`config.mk`:
```
export PLATFORM = sky130hd
export DESIGN_NAME = rram_wb_responder
export DESIGN_NICKNAME = d
export VERILOG_FILES = /design/src/rtl/rram_wb_responder.sv
export SDC_FILE = /design/constraint.sdc
export NUM_CORES = 1
export LEC_CHECK = 0
export ABC_AREA = 1
export CAP_MARGIN = 20
export CORE_ASPECT_RATIO = 0.6
export CORE_MARGIN = 2
export CORE_UTILIZATION = 54
export DETAILED_ROUTE_END_ITERATION = 16
export GPL_ROUTABILITY_DRIVEN = 0
export GPL_TIMING_DRIVEN = 1
export PLACE_DENSITY = 0.84
export SYNTH_ARGS = -nofsm -noshare
export SYNTH_HDL_FRONTEND = slang
export SYNTH_SLANG_ARGS = --single-unit
```
`constraint.sdc`:
```
create_clock -name wb_clk_i -period 2.8 [get_ports wb_clk_i]
set_clock_uncertainty 0.2 [all_clocks]
set_input_delay 0.7 -clock wb_clk_i [delete_from_list [all_inputs] [get_ports wb_clk_i]]
set_output_delay 0.7 -clock wb_clk_i [all_outputs]
set_load 0.05 [all_outputs]
```
`src/rtl/rram_wb_responder.sv`:
```
// rram_wb_responder: Wishbone classic-cycle slave that drives timed SET / RESET / READ pulse
// sequences onto one addressed RRAM cell and samples the sense comparator on READ.
//
// Ports:
//   wb_clk_i, wb_rst_ni             clock, synchronous active-low reset
//   wbs_cyc_i/stb_i/we_i/sel_i      Wishbone control, byte-lane enables
//   wbs_adr_i, wbs_dat_i            byte address, write data
//   wbs_ack_o, wbs_dat_o            registered acknowledge, read data (0 when not acking)
//   sense_i                         asynchronous comparator output
//   rram_row_o, rram_col_o          latched cell select
//   rram_set_o/reset_o/read_o       pulse enables, one-hot or all low
//   irq_o                           done & irq_en, level
module rram_wb_responder #(
   parameter logic [31:0] BASE_ADR = 32'h3000_0000,
   parameter int unsigned ROW_W    = 4,
   parameter int unsigned COL_W    = 4,
   parameter int unsigned CNT_W    = 16
) (
   input  logic             wb_clk_i,
   input  logic             wb_rst_ni,
   input  logic             wbs_cyc_i,
   input  logic             wbs_stb_i,
   input  logic             wbs_we_i,
   input  logic [3:0]       wbs_sel_i,
   input  logic [31:0]      wbs_adr_i,
   input  logic [31:0]      wbs_dat_i,
   output logic             wbs_ack_o,
   output logic [31:0]      wbs_dat_o,
   input  logic             sense_i,
   output logic [ROW_W-1:0] rram_row_o,
   output logic [COL_W-1:0] rram_col_o,
   output logic             rram_set_o,
   output logic             rram_reset_o,
   output logic             rram_read_o,
   output logic             irq_o
);

   localparam logic [CNT_W-1:0] PulseRst  = CNT_W'(10);
   localparam logic [CNT_W-1:0] SettleRst = CNT_W'(2);
   localparam logic [CNT_W-1:0] One       = CNT_W'(1);

   typedef enum logic [1:0] {StIdle, StSetup, StPulse, StHold} state_e;

   state_e           state_q, state_d;
   logic [CNT_W-1:0] cnt_q, cnt_d;
   logic [CNT_W-1:0] lat_pulse_q, lat_pulse_d, lat_settle_q, lat_settle_d;
   logic [1:0]       lat_op_q, lat_op_d;
   logic [1:0]       ctrl_op_q, ctrl_op_d;
   logic             irq_en_q, irq_en_d;
   logic [ROW_W-1:0] addr_row_q, addr_row_d, row_q, row_d;
   logic [COL_W-1:0] addr_col_q, addr_col_d, col_q, col_d;
   logic [CNT_W-1:0] pulse_q, pulse_d, settle_q, settle_d;
   logic             done_q, done_d, err_q, err_d, result_q, result_d;
   logic             ack_q, ack_d;
   logic [31:0]      dat_q, dat_d;
   logic             sense_meta_q, sense_sync_q;

   logic             busy, req, wr, hit;
   logic [5:0]       off;
   logic [31:0]      rdata, wmask, wnew, wclr;
   logic [CNT_W-1:0] eff_p, eff_s;
   logic             unused_bits;

   assign hit   = (wbs_adr_i[31:8] == BASE_ADR[31:8]);
   assign off   = wbs_adr_i[7:2];
   assign req   = wbs_cyc_i & wbs_stb_i & hit & ~ack_q;
   assign wr    = req & wbs_we_i;
   assign busy  = (state_q != StIdle);
   assign wmask = {{8{wbs_sel_i[3]}}, {8{wbs_sel_i[2]}}, {8{wbs_sel_i[1]}}, {8{wbs_sel_i[0]}}};
   // Merge of current contents with the enabled byte lanes; start bit reads 0 so it only
   // appears here when sel[3] carries it.
   assign wnew  = (rdata & ~wmask) | (wbs_dat_i & wmask);
   assign wclr  = wbs_dat_i & wmask;
   assign eff_p = (pulse_q == '0) ? One : pulse_q;
   assign eff_s = (settle_q == '0) ? One : settle_q;
   assign unused_bits = ^{wbs_adr_i[1:0], wnew, wclr};

   always_comb begin
      rdata = '0;
      case (off)
         6'h00: begin
            rdata[1:0] = ctrl_op_q;
            rdata[8]   = irq_en_q;
         end
         6'h01: begin
            rdata[ROW_W-1:0]     = addr_row_q;
            rdata[16+COL_W-1:16] = addr_col_q;
         end
         6'h02:   rdata[CNT_W-1:0] = pulse_q;
         6'h03:   rdata[CNT_W-1:0] = settle_q;
         6'h04:   rdata[3:0] = {result_q, err_q, done_q, busy};
         default: rdata = '0;
      endcase
   end

   always_comb begin
      state_d      = state_q;
      cnt_d        = cnt_q;
      lat_pulse_d  = lat_pulse_q;
      lat_settle_d = lat_settle_q;
      lat_op_d     = lat_op_q;
      ctrl_op_d    = ctrl_op_q;
      irq_en_d     = irq_en_q;
      addr_row_d   = addr_row_q;
      addr_col_d   = addr_col_q;
      row_d        = row_q;
      col_d        = col_q;
      pulse_d      = pulse_q;
      settle_d     = settle_q;
      done_d       = done_q;
      err_d        = err_q;
      result_d     = result_q;
      ack_d        = req;
      dat_d        = (req && !wbs_we_i) ? rdata : '0;

      if (wr) begin
         case (off)
            6'h00: begin
               ctrl_op_d = wnew[1:0];
               irq_en_d  = wnew[8];
               if (wnew[31]) begin
                  if (state_q == StIdle && wnew[1:0] != 2'b00) begin
                     state_d      = StSetup;
                     cnt_d        = eff_s - One;
                     lat_op_d     = wnew[1:0];
                     lat_pulse_d  = eff_p;
                     lat_settle_d = eff_s;
                     row_d        = addr_row_q;
                     col_d        = addr_col_q;
                     done_d       = 1'b0;
                  end else begin
                     err_d = 1'b1;
                  end
               end
            end
            6'h01: begin
               addr_row_d = wnew[ROW_W-1:0];
               addr_col_d = wnew[16+COL_W-1:16];
            end
            6'h02: pulse_d  = wnew[CNT_W-1:0];
            6'h03: settle_d = wnew[CNT_W-1:0];
            6'h04: begin
               if (wclr[1]) done_d = 1'b0;
               if (wclr[2]) err_d  = 1'b0;
            end
            default: ;
         endcase
      end

      // Sequencer runs after the bus decode so a completing HOLD wins over a W1C of done.
      case (state_q)
         StSetup: begin
            if (cnt_q == '0) begin
               state_d = StPulse;
               cnt_d   = lat_pulse_q - One;
            end else begin
               cnt_d = cnt_q - One;
            end
         end
         StPulse: begin
            if (cnt_q == '0) begin
               state_d = StHold;
               cnt_d   = lat_settle_q - One;
               if (lat_op_q == 2'b11) result_d = sense_sync_q;
            end else begin
               cnt_d = cnt_q - One;
            end
         end
         StHold: begin
            if (cnt_q == '0) begin
               state_d = StIdle;
               done_d  = 1'b1;
            end else begin
               cnt_d = cnt_q - One;
            end
         end
         default: ;
      endcase
   end

   always_comb begin
      rram_set_o   = (state_q == StPulse) && (lat_op_q == 2'b01);
      rram_reset_o = (state_q == StPulse) && (lat_op_q == 2'b10);
      rram_read_o  = (state_q == StPulse) && (lat_op_q == 2'b11);
   end

   always_ff @(posedge wb_clk_i) begin
      if (!wb_rst_ni) begin
         state_q      <= StIdle;
         cnt_q        <= '0;
         lat_pulse_q  <= '0;
         lat_settle_q <= '0;
         lat_op_q     <= '0;
         ctrl_op_q    <= '0;
         irq_en_q     <= 1'b0;
         addr_row_q   <= '0;
         addr_col_q   <= '0;
         row_q        <= '0;
         col_q        <= '0;
         pulse_q      <= PulseRst;
         settle_q     <= SettleRst;
         done_q       <= 1'b0;
         err_q        <= 1'b0;
         result_q     <= 1'b0;
         ack_q        <= 1'b0;
         dat_q        <= '0;
         sense_meta_q <= 1'b0;
         sense_sync_q <= 1'b0;
      end else begin
         state_q      <= state_d;
         cnt_q        <= cnt_d;
         lat_pulse_q  <= lat_pulse_d;
         lat_settle_q <= lat_settle_d;
         lat_op_q     <= lat_op_d;
         ctrl_op_q    <= ctrl_op_d;
         irq_en_q     <= irq_en_d;
         addr_row_q   <= addr_row_d;
         addr_col_q   <= addr_col_d;
         row_q        <= row_d;
         col_q        <= col_d;
         pulse_q      <= pulse_d;
         settle_q     <= settle_d;
         done_q       <= done_d;
         err_q        <= err_d;
         result_q     <= result_d;
         ack_q        <= ack_d;
         dat_q        <= dat_d;
         sense_meta_q <= sense_i;
         sense_sync_q <= sense_meta_q;
      end
   end

   assign wbs_ack_o  = ack_q;
   assign wbs_dat_o  = dat_q;
   assign rram_row_o = row_q;
   assign rram_col_o = col_q;
   assign irq_o      = done_q & irq_en_q;

endmodule

```
# Yosys cells after proc, flatten, opt, wreduce, memory -nomap -nowiden

Cells that the tools add are included.

Mux-type cells: 35
Bitwise operators: 10
Reductions and logical operators: 22
Eq/ne operators: 14
$add $sub $neg: 4

Operator list:

| operator                                                                | number |
|---|---|
| 16-bit 2-to-1 mux                                                       | 9 |
| 16-bit by 1-bit subtractor with 16-bit output, second input constant    | 4 |
| 16-bit logical NOT                                                      | 3 |
| 16-bit case mux with 3 select lines                                     | 1 |
| 20-bit by 32-bit AND with 32-bit output                                 | 1 |
| 32-bit AND                                                              | 1 |
| 32-bit NOT                                                              | 1 |
| 32-bit bitwise OR                                                       | 1 |
| 24-bit by 22-bit equality test with 1-bit output, second input constant | 1 |
| 2-bit 2-to-1 mux                                                        | 7 |
| 7-bit case mux with 2 select lines                                      | 1 |
| 6-bit by 2-bit equality test with 1-bit output, second input constant   | 2 |
| 2-bit case mux with 5 select lines                                      | 1 |
| 2-bit AND reduction                                                     | 5 |
| 1-bit 2-to-1 mux                                                        | 9 |
| 2-bit equality test, second input constant                              | 4 |
| 2-bit case mux with 4 select lines                                      | 1 |
| 4-bit case mux with 2 select lines                                      | 1 |
| 6-bit by 1-bit equality test with 1-bit output, second input constant   | 1 |
| 6-bit by 3-bit equality test with 1-bit output, second input constant   | 1 |
| 6-bit logical NOT                                                       | 1 |
| 2-bit != test, second input constant                                    | 3 |
| 2-bit case mux with 3 select lines                                      | 1 |
| 2-bit nonzero test                                                      | 3 |
| 12 further kinds                                                        | 22 |

Word-level logic and storage cells: 106
Register bits: 141
Bits of input ports: 74

# Logic depth before layout (Yosys ltp)

Gate-level depths: netlist of run 1.

Word-level depth: 12
Gate-level depth with buffers: 16

# Worst setup path after synthesis of run 1

Ideal clock, no wire load.

Path kind: reg2out
Start: register state_q[1]
End: output port rram_reset_o
Data required time: 1.900 ns
Path buffers: 1
Data arrival time: 2.102 ns
Stages on the path, launching flop included: 6
Slack: -0.202 ns
Path through: dfxtp_1 > inv_2 > nor2_1 > inv_1 > clkbuf_1 > nor3_1

Word-level cells in the longest chain between the ends: 2

Ends and longest elaborated chain:

| what                   | line | RTL |
|---|---|---|
| from (decl)            | 44   | `state_e state_q, state_d;` |
| from (signal assigned) | 189  | `state_q <= StIdle;` |
| from (signal assigned) | 210  | `state_q <= state_d;` |
| 2-bit equality test    | 183  | `rram_reset_o = (state_q == StPulse) && (lat_op_q == 2'b10);` |
| 1-bit logical AND      | 183  |  |
| to (decl)              | 33   | `output logic rram_reset_o,` |

No other way between the ends.

# Worst setup path in the final report of run 1

Start: register state_q[1]
End: output port rram_read_o

Word-level cells in the longest chain between the ends: 2

Ends and longest elaborated chain:

| what                | line | RTL |
|---|---|---|
| 2-bit equality test | 184  | `rram_read_o = (state_q == StPulse) && (lat_op_q == 2'b11);` |
| 1-bit logical AND   | 184  |  |
| to (decl)           | 34   | `output logic rram_read_o,` |

No other way between the ends.

==> flow_metrics.py, run 1 <==
metrics = {
    "status": {
        "status": "finished clean",
    },
    "critical_path": {
        "crit_type": "reg2out",
        "cp_max_fo": 12,
        "cp.required_ns": 1.90,
        "start_kind": "flip-flop",
        "worst_r2r_path_depth": 16,
        "end_kind": "output pin",
        "crit_arrival_ns": 1.85,
        "ff2ff_setup_slack_ns": 0.13,
        "regToRegEndpoint": "cnt_q[14]",
        "reg2reg_from": "settle_q[1]",
    },
    "placed_design": {
        "portBuffers": 93,
        "hpwl_um": 16700,
        "dp.cells": 1342,
    },
    "sta": {
        "timing_max_transition_violations_final": 0,
        "setup_violations": 0,
        "final_hold_viol_count": 0,
        "post-route-period-util_pct": 98.2,
        "layout_min_cycle_time_ns": 2.75,
        "hold_slack_ns": 0.222,
        "grt_setup_unrepaired": "no",
        "worstMarginPinSlew_ns": 0.559,
        "timing.fmax_ghz": 0.364,
        "relSlewSlack_pct": 62.6,
    },
    "detailed_routing": {
        "num_vias": 7896,
        "firstDrtPassIters": 6,
        "drcViolationCount": 0,
        "drtIter0Drc": 1221,
        "via_per_inst": 5.75,
        "wl_per_cell_um": 16.7,
        "ant_nets": 0,
        "detail_route.wirelength_um": 22900,
    },
    "floorplanning": {
        "num_io_pins": 119,
        "dieArea_um2": 14200,
        "die_h_um": 93.0,
        "start_util_pct": 55.5,
        "die_x_um": 152,
        "row_count": 32,
        "core_um2": 12900,
    },
    "run": {
        "max-cap-violations": 0,
    },
    "power_and_ir_drop": {
        "p_leak_nw": 3.91,
        "power.density_nw_per_um2": 506,
        "ir_worst_vdd_mv": 0.459,
    },
    "final_layout": {
        "diodes": 0,
        "nets": 1269,
        "area_delta_synth_final_pct": 29.6,
        "final_util_pct": 71.9,
        "drive_above_1_share_pct": 10.7,
        "fill_cells": 985,
        "final_cells": 1374,
    },
    "cts": {
        "cts_tree": "done",
        "cts-root-buf": "clkbuf_16",
        "post_cts.repair.setup_buffers": 0,
        "clockBufferDepth": 2,
        "cts.sinks": 129,
        "clkTransAtPathRegs_ns": 0.06,
        "clk_latency_ns": 0.42,
        "htree_num_levels": 4,
        "cts_buffers": 17,
    },
    "logic_synthesis": {
        "ys_seq_area_share_pct": 36.2,
        "avgSynthCellArea_um2": 6.72,
        "syn-cell-area_um2": 7130,
        "ys_ff_latch": 129,
        "ys.warnings.count": 0,
        "ys_types": 42,
        "synth_cells": 1062,
    },
    "global_route": {
        "grt_use_total_pct": 32.6,
        "antenna_found_initial": 0,
        "grt-ovfl-total": 0,
        "grt_pass1_wl_um": 37100,
        "grt_max_degree": 72,
        "grt_pass1_vias": 7554,
    },
    "worst_hold_path": {
        "min_from": "sense_meta_q",
        "hold_path_class": "reg2reg",
        "hold_depth": 2,
        "hold_end": "sense_sync_q",
    },
}
-- flip-flops by register name (all words and copies together), names as in the netlist --
signal	cells
result_q	1
pulse_q	16
lat_pulse_q	16
settle_q	16
addr_col_q	4
sense_sync_q	1
lat_settle_q	16
rram_row_o	4
state_q	2
wbs_ack_o	1
err_q	1
lat_op_q	2
wbs_dat_o	20
irq_en_q	1
done_q	1
addr_row_q	4
sense_meta_q	1
ctrl_op_q	2
rram_col_o	4
cnt_q	16
-- report_power, final --
part / switching, mW / internal [mW]
registers: 0.00902 / 1.84
logic: 0.329 / 0.190
clock network: 0.888 / 1.41
-- worst max path at each step --
stage,depth (start not counted),to,from
6_report,5,rram_read_o,state_q[1]
5_1_grt,5,rram_read_o,state_q[1]
4_1_cts,5,rram_reset_o,state_q[1]
3_5_place_dp,14,lat_pulse_q[2],wbs_adr_i[5]
3_3_place_gp,13,lat_op_q[1],wbs_adr_i[7]
2_1_floorplan,5,rram_reset_o,state_q[1]
-- area by class of cell --
cell class                 instances  area (µm²)  area share (%)
clock inverter                    14         180            1.95
multi-input combinational        744        3780            40.9
tap                              170         213            2.30
timing repair buffer             155        1520            16.4
inverter                         144         541            5.85
sequential                       129        2580            27.9
clock buffer                      18         429            4.64
-- critical path, cell delays in order (launching register included) --
cell     delay (ns)
dfxtp_1        0.41
inv_2          0.10
nor2_1         0.15
inv_1          0.27
nor3_2         0.32
buf_12         0.18
-- routing by layer --
metal  up-vias  share of wire (%)  GRT usage, %
li1       3750                  -             -
met1      3556                 43          44.1
met2       514                 42          50.7
met3        76                 12          8.43
met4         0                2.7          11.8
met5         -                  0             0
-- cell usage in the layout, fill, tap and decap left out, types with 4 or more instances in the layout --
master           instances
dfxtp_1                129
inv_6                    4
nand3_4                  4
nor4_1                   6
o21ai_1                 14
inv_1                  138
buf_12                  10
nor3_2                   4
nor2_2                   4
nor3_1                  23
a21oi_1                112
clkinvlp_4               5
nor2_4                   5
clkdlybuf4s50_1         88
xnor2_1                  6
conb_1                  12
nand2_1                178
nand4_1                 25
o21ai_0                 96
o22ai_1                 17
nand3_1                 49
nor2_1                 119
a31oi_1                  4
o211ai_1                11
clkbuf_16               17
buf_4                   54
xor2_1                  30
ha_1                     4
inv_2                    5
-- cell usage after synthesis, drive strengths merged --
cell     number  area, µm²
nand3        56        345
conb          1       3.75
a221oi        2       17.5
inv         143        537
nor3b         1       7.51
o22ai        17        106
nor2        128        526
o211ai       11       82.6
nor3         27        135
a31oi         4       25.0
xor2         30        263
o31ai         1       7.51
clkinv        1       3.75
dfxtp       129       2580
o21a          1       7.51
o21ai       111        559
ha            4       50.1
o2111ai       1       8.76
xnor2         6       52.6
nand3b        4       42.5
nor4          6       37.5
or2           3       18.8
nand2       180        686
buf          33        206
nand4        25        156
clkbuf       23       86.3
o221ai        1       8.76
o41ai         1       8.76
a21oi       112        561
-- logic make-up (layout without fill, tap and decap cells) --
group / Yosys count / in the layout / share of synthesized area, %
compound gates: 262 / 262 / 19.5
xor+xnor: 36 / 36 / 4.42
fa+ha+maj: 4 / 4 / 0.702
buf+inv: 200 / 331 / 11.7
flops: 129 / 129 / 36.2
other cells: 1 / 12 / 0.0526
simple gates: 430 / 430 / 27.4
-- stage by stage --
step                      total power [mW]  setup TNS, ns  worst slack, ns  area, µm²
after global routing                  4.80              0          0.00255       9240
after CTS                             4.66              0           0.0343       9220
after global placement                2.38          -7.87           -0.187       8600
after detailed placement              2.39         -10.83           -0.253       8600
after floorplan                       2.20         -0.451           -0.202       7170
final                                 4.67              0           0.0516       9240
-- what timing repair did --
item / 4_1_cts / 5_1_grt
endpoints found under the hold margin: 0 / 0
resized for setup: 1 / 7
hold buffers: 0 / 0
setup endpoints to repair: 1 / 7
(Power assumes the default switching activity.)
==> run 2: changes to the inputs <==
--- a/config.mk
+++ b/config.mk
@@ -8,7 +8,6 @@
 export ABC_AREA = 1
 export CAP_MARGIN = 20
 export CORE_ASPECT_RATIO = 0.6
-export CORE_MARGIN = 2
 export CORE_UTILIZATION = 54
 export DETAILED_ROUTE_END_ITERATION = 16
 export GPL_ROUTABILITY_DRIVEN = 0
==> run 2 against run 1 <==
Net effect: global-route usage grew 1.4 points; first-iteration DRC count shrank 17%; routed wire length shrank 0.58%; combinational power grew 1%; core utilization grew 0.67 points; final cell count grew 0.29%; critical path depth is the same; cell area grew 0.93%; sequential power is essentially flat; total power grew 0.28%; clock power is essentially flat; critical path type unchanged; critical endpoint is now rram_reset_o; largest power group unchanged; highest routed layer unchanged.
==> flow_metrics.py, run 2 (synthesis results as in run 1) <==
metrics = {
    "cts": {
        "cts_buffers": 17,
        "clockBufferDepth": 2,
        "cts.sinks": 129,
        "clkTransAtPathRegs_ns": 0.06,
        "cts-root-buf": "clkbuf_16",
        "cts_tree": "done",
        "clk_latency_ns": 0.42,
        "htree_num_levels": 4,
        "post_cts.repair.setup_buffers": 0,
    },
    "final_layout": {
        "diodes": 0,
        "layout_common_cells": "178 x nand2_1, 138 x inv_1, 127 x dfxtp_1, 117 x nor2_1, 112 x a21oi_1",
        "final_common_cell": "nand2_1",
        "final_cells": 1378,
        "final_area_um2": 9330,
        "drive_above_1_share_pct": 11.5,
        "area_delta_synth_final_pct": 30.8,
        "largest_register_ff_count": 20,
        "fill_cells": 963,
        "nets": 1273,
    },
    "worst_hold_path": {
        "hold_path_class": "reg2reg",
    },
    "critical_path": {
        "crit_family": "buffers and inverters",
        "cp.required_ns": 1.90,
        "start_kind": "flip-flop",
        "slowest_delay_ns": 0.41,
        "slowest_stage": "dfxtp_1",
        "end_kind": "output pin",
        "crit_arrival_ns": 1.81,
        "path_cells": "inv_2, nor2_1, inv_1, nor3_2, buf_12",
        "cp_max_fo": 12,
        "path_buf_inv": 3,
        "crit_type": "reg2out",
    },
    "placed_design": {
        "place_area_um2": 8600,
        "portBuffers": 93,
        "dp.cells": 1344,
        "hpwl_um": 16400,
    },
    "floorplanning": {
        "die_h_um": 91.0,
        "core_um2": 12900,
        "dieArea_um2": 13700,
        "die_x_um": 150,
        "num_io_pins": 119,
        "start_util_pct": 55.5,
        "row_count": 32,
    },
    "detailed_routing": {
        "via_per_inst": 5.79,
        "drtIter0Drc": 1008,
        "detail_route.wirelength_um": 22800,
        "drcViolationCount": 0,
        "wl_per_cell_um": 16.6,
        "num_vias": 7975,
        "firstDrtPassIters": 5,
        "ant_nets": 0,
    },
    "global_route": {
        "antenna_found_initial": 0,
        "grt_max_degree": 82,
        "grt_use_total_pct": 34.0,
        "grt_pass1_wl_um": 36400,
        "grt_pass1_vias": 7291,
        "grt-ovfl-total": 0,
    },
    "sta": {
        "layout_min_cycle_time_ns": 2.71,
        "grt_setup_unrepaired": "no",
        "post-route-period-util_pct": 96.7,
        "setup_violations": 0,
        "final_hold_viol_count": 0,
        "worstMarginPinSlew_ns": 0.801,
        "timing_max_transition_violations_final": 0,
        "timing.fmax_ghz": 0.369,
        "relSlewSlack_pct": 46.0,
    },
    "status": {
        "status": "finished clean",
    },
    "run": {
        "max-cap-violations": 0,
    },
    "power_and_ir_drop": {
        "ir_worst_vdd_mv": 0.499,
        "p_leak_nw": 4.00,
        "power.density_nw_per_um2": 502,
    },
}
## run 2: layer usage
layer | GRT usage [%] | wire, µm
met5 | 0 | 0
met3 | 7.94 | 2760
met4 | 9.60 | 481
met2 | 51.9 | 9570
met1 | 47.6 | 10000
## run 2: through the flow
stage | setup TNS (ns) | util, % | power [mW] | setup slack, ns | hold slack, ns
4_1_cts | 0 | 71.7 | 4.67 | 0.0270 | 0.226
3_3_place_gp | -9.75 | 66.9 | 2.38 | -0.203 | 0.202
6_report | 0 | 72.6 | 4.69 | 0.0928 | 0.226
2_1_floorplan | -0.451 | - | 2.20 | -0.202 | 0.190
5_1_grt | 0 | 72.6 | 4.82 | 0.00615 | 0.261
3_5_place_dp | -13.95 | 66.9 | 2.39 | -0.277 | 0.216
## run 2: path summary, 6_finish.rpt
check,start,end,slack [ns],cells past startpoint
setup / recovery,state_q[1],rram_reset_o,0.09,5
hold / removal,sense_meta_q,sense_sync_q,0.23,2
setup reg to reg,settle_q[14],cnt_q[14],0.20,16
hold reg to reg,sense_meta_q,sense_sync_q,0.23,2
## run 2: report_power, final
group / switching [mW] / internal, mW / leakage (nW)
logic: 0.334 / 0.193 / 2.67
registers: 0.00876 / 1.84 / 1.04
clock network: 0.896 / 1.41 / 0.294
total: 1.24 / 3.45 / 4.00
## run 2: final cells by class
cell class	instances	area [µm²]	area share, %
multi-input combinational	744	3810	40.8
clock buffer	17	425	4.56
tap	170	213	2.28
timing repair buffer	159	1570	16.9
clock inverter	15	185	1.99
inverter	144	541	5.80
sequential	129	2580	27.7
## run 2: worst reg2reg max path, cell delays in order (launching register included)
cell	delay, ns
dfxtp_1	0.39
inv_1	0.11
nand3_1	0.12
nor2_1	0.05
nand2_1	0.08
nand2_1	0.11
inv_1	0.11
ha_1	0.23
nand2_1	0.12
inv_1	0.09
nand2_1	0.12
nor3_1	0.19
xor2_1	0.19
nand4_1	0.12
a21oi_1	0.18
nor2_1	0.05
nor2_1	0.08
## run 2: repair_timing
action,4_1_cts,5_1_grt
gates cloned,0,2
hold buffers,0,0
gates resized for setup,1,18
endpoints found under the setup margin,1,18
pin swaps,0,6
==> run 3: changes to the inputs <==
--- a/config.mk
+++ b/config.mk
@@ -6,6 +6,7 @@
 export NUM_CORES = 1
 export LEC_CHECK = 0
 export ABC_AREA = 1
+export ABC_CLOCK_PERIOD_IN_PS = 2800
 export CAP_MARGIN = 20
 export CORE_ASPECT_RATIO = 0.6
 export CORE_UTILIZATION = 54
==> results of run 3 <==
Same layout as run 2: the final DEF is identical, and so are final timing and power.
==> RTL change 1: new RTL, flow settings as in run 2 <==
Re-encode `state_e` (4 states) as one-hot, 4 bits wide.
--- a/src/rtl/rram_wb_responder.sv
+++ b/src/rtl/rram_wb_responder.sv
@@ -39,7 +39,7 @@
    localparam logic [CNT_W-1:0] SettleRst = CNT_W'(2);
    localparam logic [CNT_W-1:0] One       = CNT_W'(1);
 
-   typedef enum logic [1:0] {StIdle, StSetup, StPulse, StHold} state_e;
+   typedef enum logic [3:0] {StIdle = 4'b0001, StSetup = 4'b0010, StPulse = 4'b0100, StHold = 4'b1000} state_e;
 
    state_e           state_q, state_d;
    logic [CNT_W-1:0] cnt_q, cnt_d;
Behaviour: same outputs for any inputs over 4 cycles, from zero or initial values and one cycle with wb_rst_ni low; so few cycles prove little.
==> RTL change 1 against run 2 <==
Power shrank 7.7%; critical path type is now in -> reg; sequential cell count increased by 2; utilization grew 2.1 points; synthesized area rose by 1.1%; cell area up 3.5%; wire length grew 6.6%; via count is 2.8% higher; setup slack got worse by 0.055 ns.
==> RTL change 1: results (changes against run 2) <==
metric	value	unit	change
status	complete, no violations		
synthXorXnorAreaFrac	0.0438		-0.000461
drt_iter0_drc	917		-9.0%
drive_gt1_frac	0.150		+0.0346
final_nets	1301		+2.2%
r2r_cells	14		-2
cts_resized	6		+5
max_freq	362	MHz	-2.0%
critical_path.endpoint	lat_pulse_q[0]$_SDFFE_PN0P_		
syn_inst	1053		-0.85%
use_met3	0.118		+0.0382
whs	0.220	ns	-0.00613 ns
preCtsSetupSlack	-0.394	ns	-0.118 ns
finalPower	4.32	mW	-7.7%
root_buffer	clkbuf_16		
place_area	0.00894	mm2	+3.9%
hold_end	sense_sync_q$_SDFF_PN0_		
clockPowerShare	0.502		+0.010
p_leak	4.24	nW	+6.0%
startpoint	wbs_adr_i[6]		
wl_met2	10.2	mm	+6.8%
grt_pass1_vias	7440		+2.0%
yosysSeqAreaShare	0.364		+0.00178
grt_pass1_wl	37.6	mm	+3.5%
p_sw	1.16	mW	-6.4%
multiInputGateArea	0.00392	mm2	+3.1%
synth_cell_types	52		+24%
firstDrtPassIters	7		+2
met1_usage	0.480		+0.00380
critPathSlowestCell	clkdlybuf4s50_1		
dp_cells	1370		+1.9%
synth_compound_area_frac	0.203		+0.00821
grt_usage	0.353		+0.0122
critical_path_arrival	2.85	ns	+1.04 ns
yosys-top-cells-area	dfxtp_1 (36%), nand2_1 (8.4%), o21ai_0 (8.1%), a21oi_1 (7.2%), inv_1 (7.0%)		
r2r_end	cnt_q[12]$_SDFF_PN0_		
met1Wirelength	10.1	mm	+0.93%
hold_depth	2		unchanged
post_drt_wl_per_cell	17.3	um	+4.5%
critPathMaxFanout	27		+15
max_stage_delay	0.51	ns	+0.10 ns
worst_slew_pin_slew	0.720	ns	-0.0811 ns
synth_fa_ha_area_frac	0.00694		-0.0000731
irDropWorstVdd	0.435	mV	-13%
wl_met3	3.36	mm	+22%
grt_max_degree	47		-43%
RTL change 1: changes by cell type after synthesis, moves of 5 or more:
| cell | run 2 | this run |
|---|---|---|
| a211oi_1 | 0 | 7 |
| a21oi_1 | 112 | 104 |
| nand2_1 | 178 | 162 |
| nand3_1 | 49 | 56 |
| nand4_1 | 25 | 19 |
| nor2_1 | 120 | 113 |
| nor2_2 | 3 | 9 |
| nor3_1 | 27 | 32 |
| o211ai_1 | 11 | 5 |
| o21ai_0 | 97 | 116 |
| o21ai_1 | 13 | 1 |
RTL change 1: cell type report:
| class | count | area share |
|---|---|---|
| flip-flops and latches | 131 | 0.272 |
| inverters | 137 | 0.0533 |
| clock inverters | 15 | 0.0141 |
| clock buffers | 17 | 0.0441 |
| repair buffers | 192 | 0.188 |
| multi-input cells | 744 | 0.406 |
| well taps | 170 | 0.0220 |
==> RTL change 2: new RTL, config.mk and constraints of run 2 <==
Without the edit above. Set the parameter `CNT_W` to 18 (it was 16).
--- a/src/rtl/rram_wb_responder.sv
+++ b/src/rtl/rram_wb_responder.sv
@@ -14,7 +14,7 @@
    parameter logic [31:0] BASE_ADR = 32'h3000_0000,
    parameter int unsigned ROW_W    = 4,
    parameter int unsigned COL_W    = 4,
-   parameter int unsigned CNT_W    = 16
+   parameter int unsigned CNT_W    = 18
 ) (
    input  logic             wb_clk_i,
    input  logic             wb_rst_ni,
Function: changed (a bounded check fails within 4 cycles, from zero or initial values and one cycle with wb_rst_ni low).
==> RTL change 2 against run 2 <==
Power up 2.1%; via count grew 13%; synthesized cell count increased by 9.2%; sequential cell count grew 10; non-clock buffer count is 17 higher; register-to-register slack worse by 0.08 ns; cell area rose by 8.2%; worst hold slack lost 0.0030 ns; synthesized area increased by 8.6%; setup slack better by 0.030 ns; wire length is 16% higher.
==> RTL change 2: results (changes against run 2) <==
metric	value	unit	change
p_comb	0.519	mW	-1%
synth_compound_area_frac	0.232		+0.0362
met1Wirelength	11.1	mm	+11%
clkTransAtPathRegs	0.06	ns	about the same
nClkBuffers	19		+2
via_per_inst	5.98		+3.3%
cts.sinks	139		+7.8%
clockPowerShare	0.475		-0.017
post_drt_wl_per_cell	17.5	um	+5.7%
h-tree-depth	4		unchanged
final_nets	1382		+8.6%
p_comb_frac	0.109		-0.003
wl_met2	10.9	mm	+14%
vias	9011		+13%
setup_viol	0		unchanged
crit_family	compound AO/OA/AOI/OAI gates		
final-nonclk-buf-share	0.167		-0.00101
critPathMaxFanout	8		-4
grt_pass1_vias	8107		+11%
synth_cell_types	50		+19%
drt_iter0_drc	1185		+18%
critical_path_arrival	2.80	ns	+0.99 ns
status	complete, no violations		
p_sw	1.28	mW	+3.1%
antenna_found_initial	0		unchanged
p_leak	4.41	nW	+10%
finalCritPeriodShare	0.956		-0.0106
grt-ovfl-total	0		unchanged
seq_area	0.00278	mm2	+7.6%
irDropWorstVdd	0.407	mV	-18%
yosys-top-cells-area	dfxtp_1 (36%), o21ai_0 (9.6%), nand2_1 (8.5%), inv_1 (7.3%), a21oi_1 (6.8%)		
inv_count	153		+6.3%
grt_max_degree	62		-24%
synth_fa_ha_area_frac	0.00808		+0.00106
drive_gt1_frac	0.119		+0.00347
port_buffers	93		unchanged
hold_depth	2		unchanged
dp_hpwl	18.6	mm	+13%
multiInputGateArea	0.00422	mm2	+11%
antenna_cells	0		unchanged
largest_reg_flops	20		unchanged
buffers	176		+11%
worst_slew_pin_slew	0.568	ns	-0.233 ns
max_stage_delay	0.34	ns	-0.07 ns
yosysSeqAreaShare	0.359		-0.00282
yosys-top-cells-count	nand2_1 (175), inv_1 (151), o21ai_0 (148), dfxtp_1 (139), nor2_1 (139)		
synthXorXnorAreaFrac	0.0328		-0.0114
grt_usage	0.359		+0.0180
grt_pass1_wl	41.2	mm	+13%
clock_latency	0.43	ns	
clock_area_frac	0.0580		-0.00745
yosysWarningCount	0		unchanged
root_buffer	clkbuf_16		
firstDrtPassIters	6		+1
multi_input_comb_cells	816		+9.7%
dp_cells	1466		+9.1%
syn_inst	1160		+9.2%
clockBufferDepth	2		unchanged
fill_cells	1058		+9.9%
wl_met3	3.80	mm	+37%
-- RTL change 2: changes by cell type in the layout (fill, tap and decap cells not counted), moves of 5 or more --
cell | run 2 | this run
o21ai_0 | 95 | 147
a31oi_1 | 4 | 26
buf_4 | 58 | 75
nor2_1 | 117 | 132
o21ai_1 | 15 | 1
inv_1 | 138 | 151
dfxtp_1 | 127 | 139
nor3_1 | 24 | 13
a21oi_1 | 112 | 106
xor2_1 | 30 | 25
-- RTL change 2: worst paths after layout --
check | start | endpoint | slack, ns
worst min-delay path | sense_meta_q$_SDFF_PN0_ | sense_sync_q$_SDFF_PN0_ | 0.22
worst min register to register | sense_meta_q$_SDFF_PN0_ | sense_sync_q$_SDFF_PN0_ | 0.22
worst max register to register | cnt_q[0]$_SDFF_PN0_ | cnt_q[2]$_SDFF_PN0_ | 0.12
worst max-delay path | cnt_q[0]$_SDFF_PN0_ | cnt_q[2]$_SDFF_PN0_ | 0.12
-- RTL change 2: per-stage QoR --
step / instance area, um2 / util / TNS [ns] / setup slack [ns]
finish: 10100 / 0.730 / 0 / 0.122
global route: 10100 / 0.730 / -0.0836 / -0.0705
CTS: 9880 / 0.714 / 0 / 0.00318
detailed placement: 9270 / 0.670 / -21.48 / -0.338
global placement: 9270 / 0.670 / -17.69 / -0.254
floorplan: 7790 / - / -0.278 / -0.139
-- RTL change 2: timing repair --
action	CTS	global route
gates resized for setup	4	28
gates cloned	0	1
setup endpoints to repair	2	68
buffers inserted	0	9
pin swaps	0	7
-- RTL change 2: metal layers --
layer,up-vias,global-route usage
li1,4149,-
met1,4091,0.514
met2,700,0.544
met3,71,0.0656
met4,0,0.109
met5,-,0
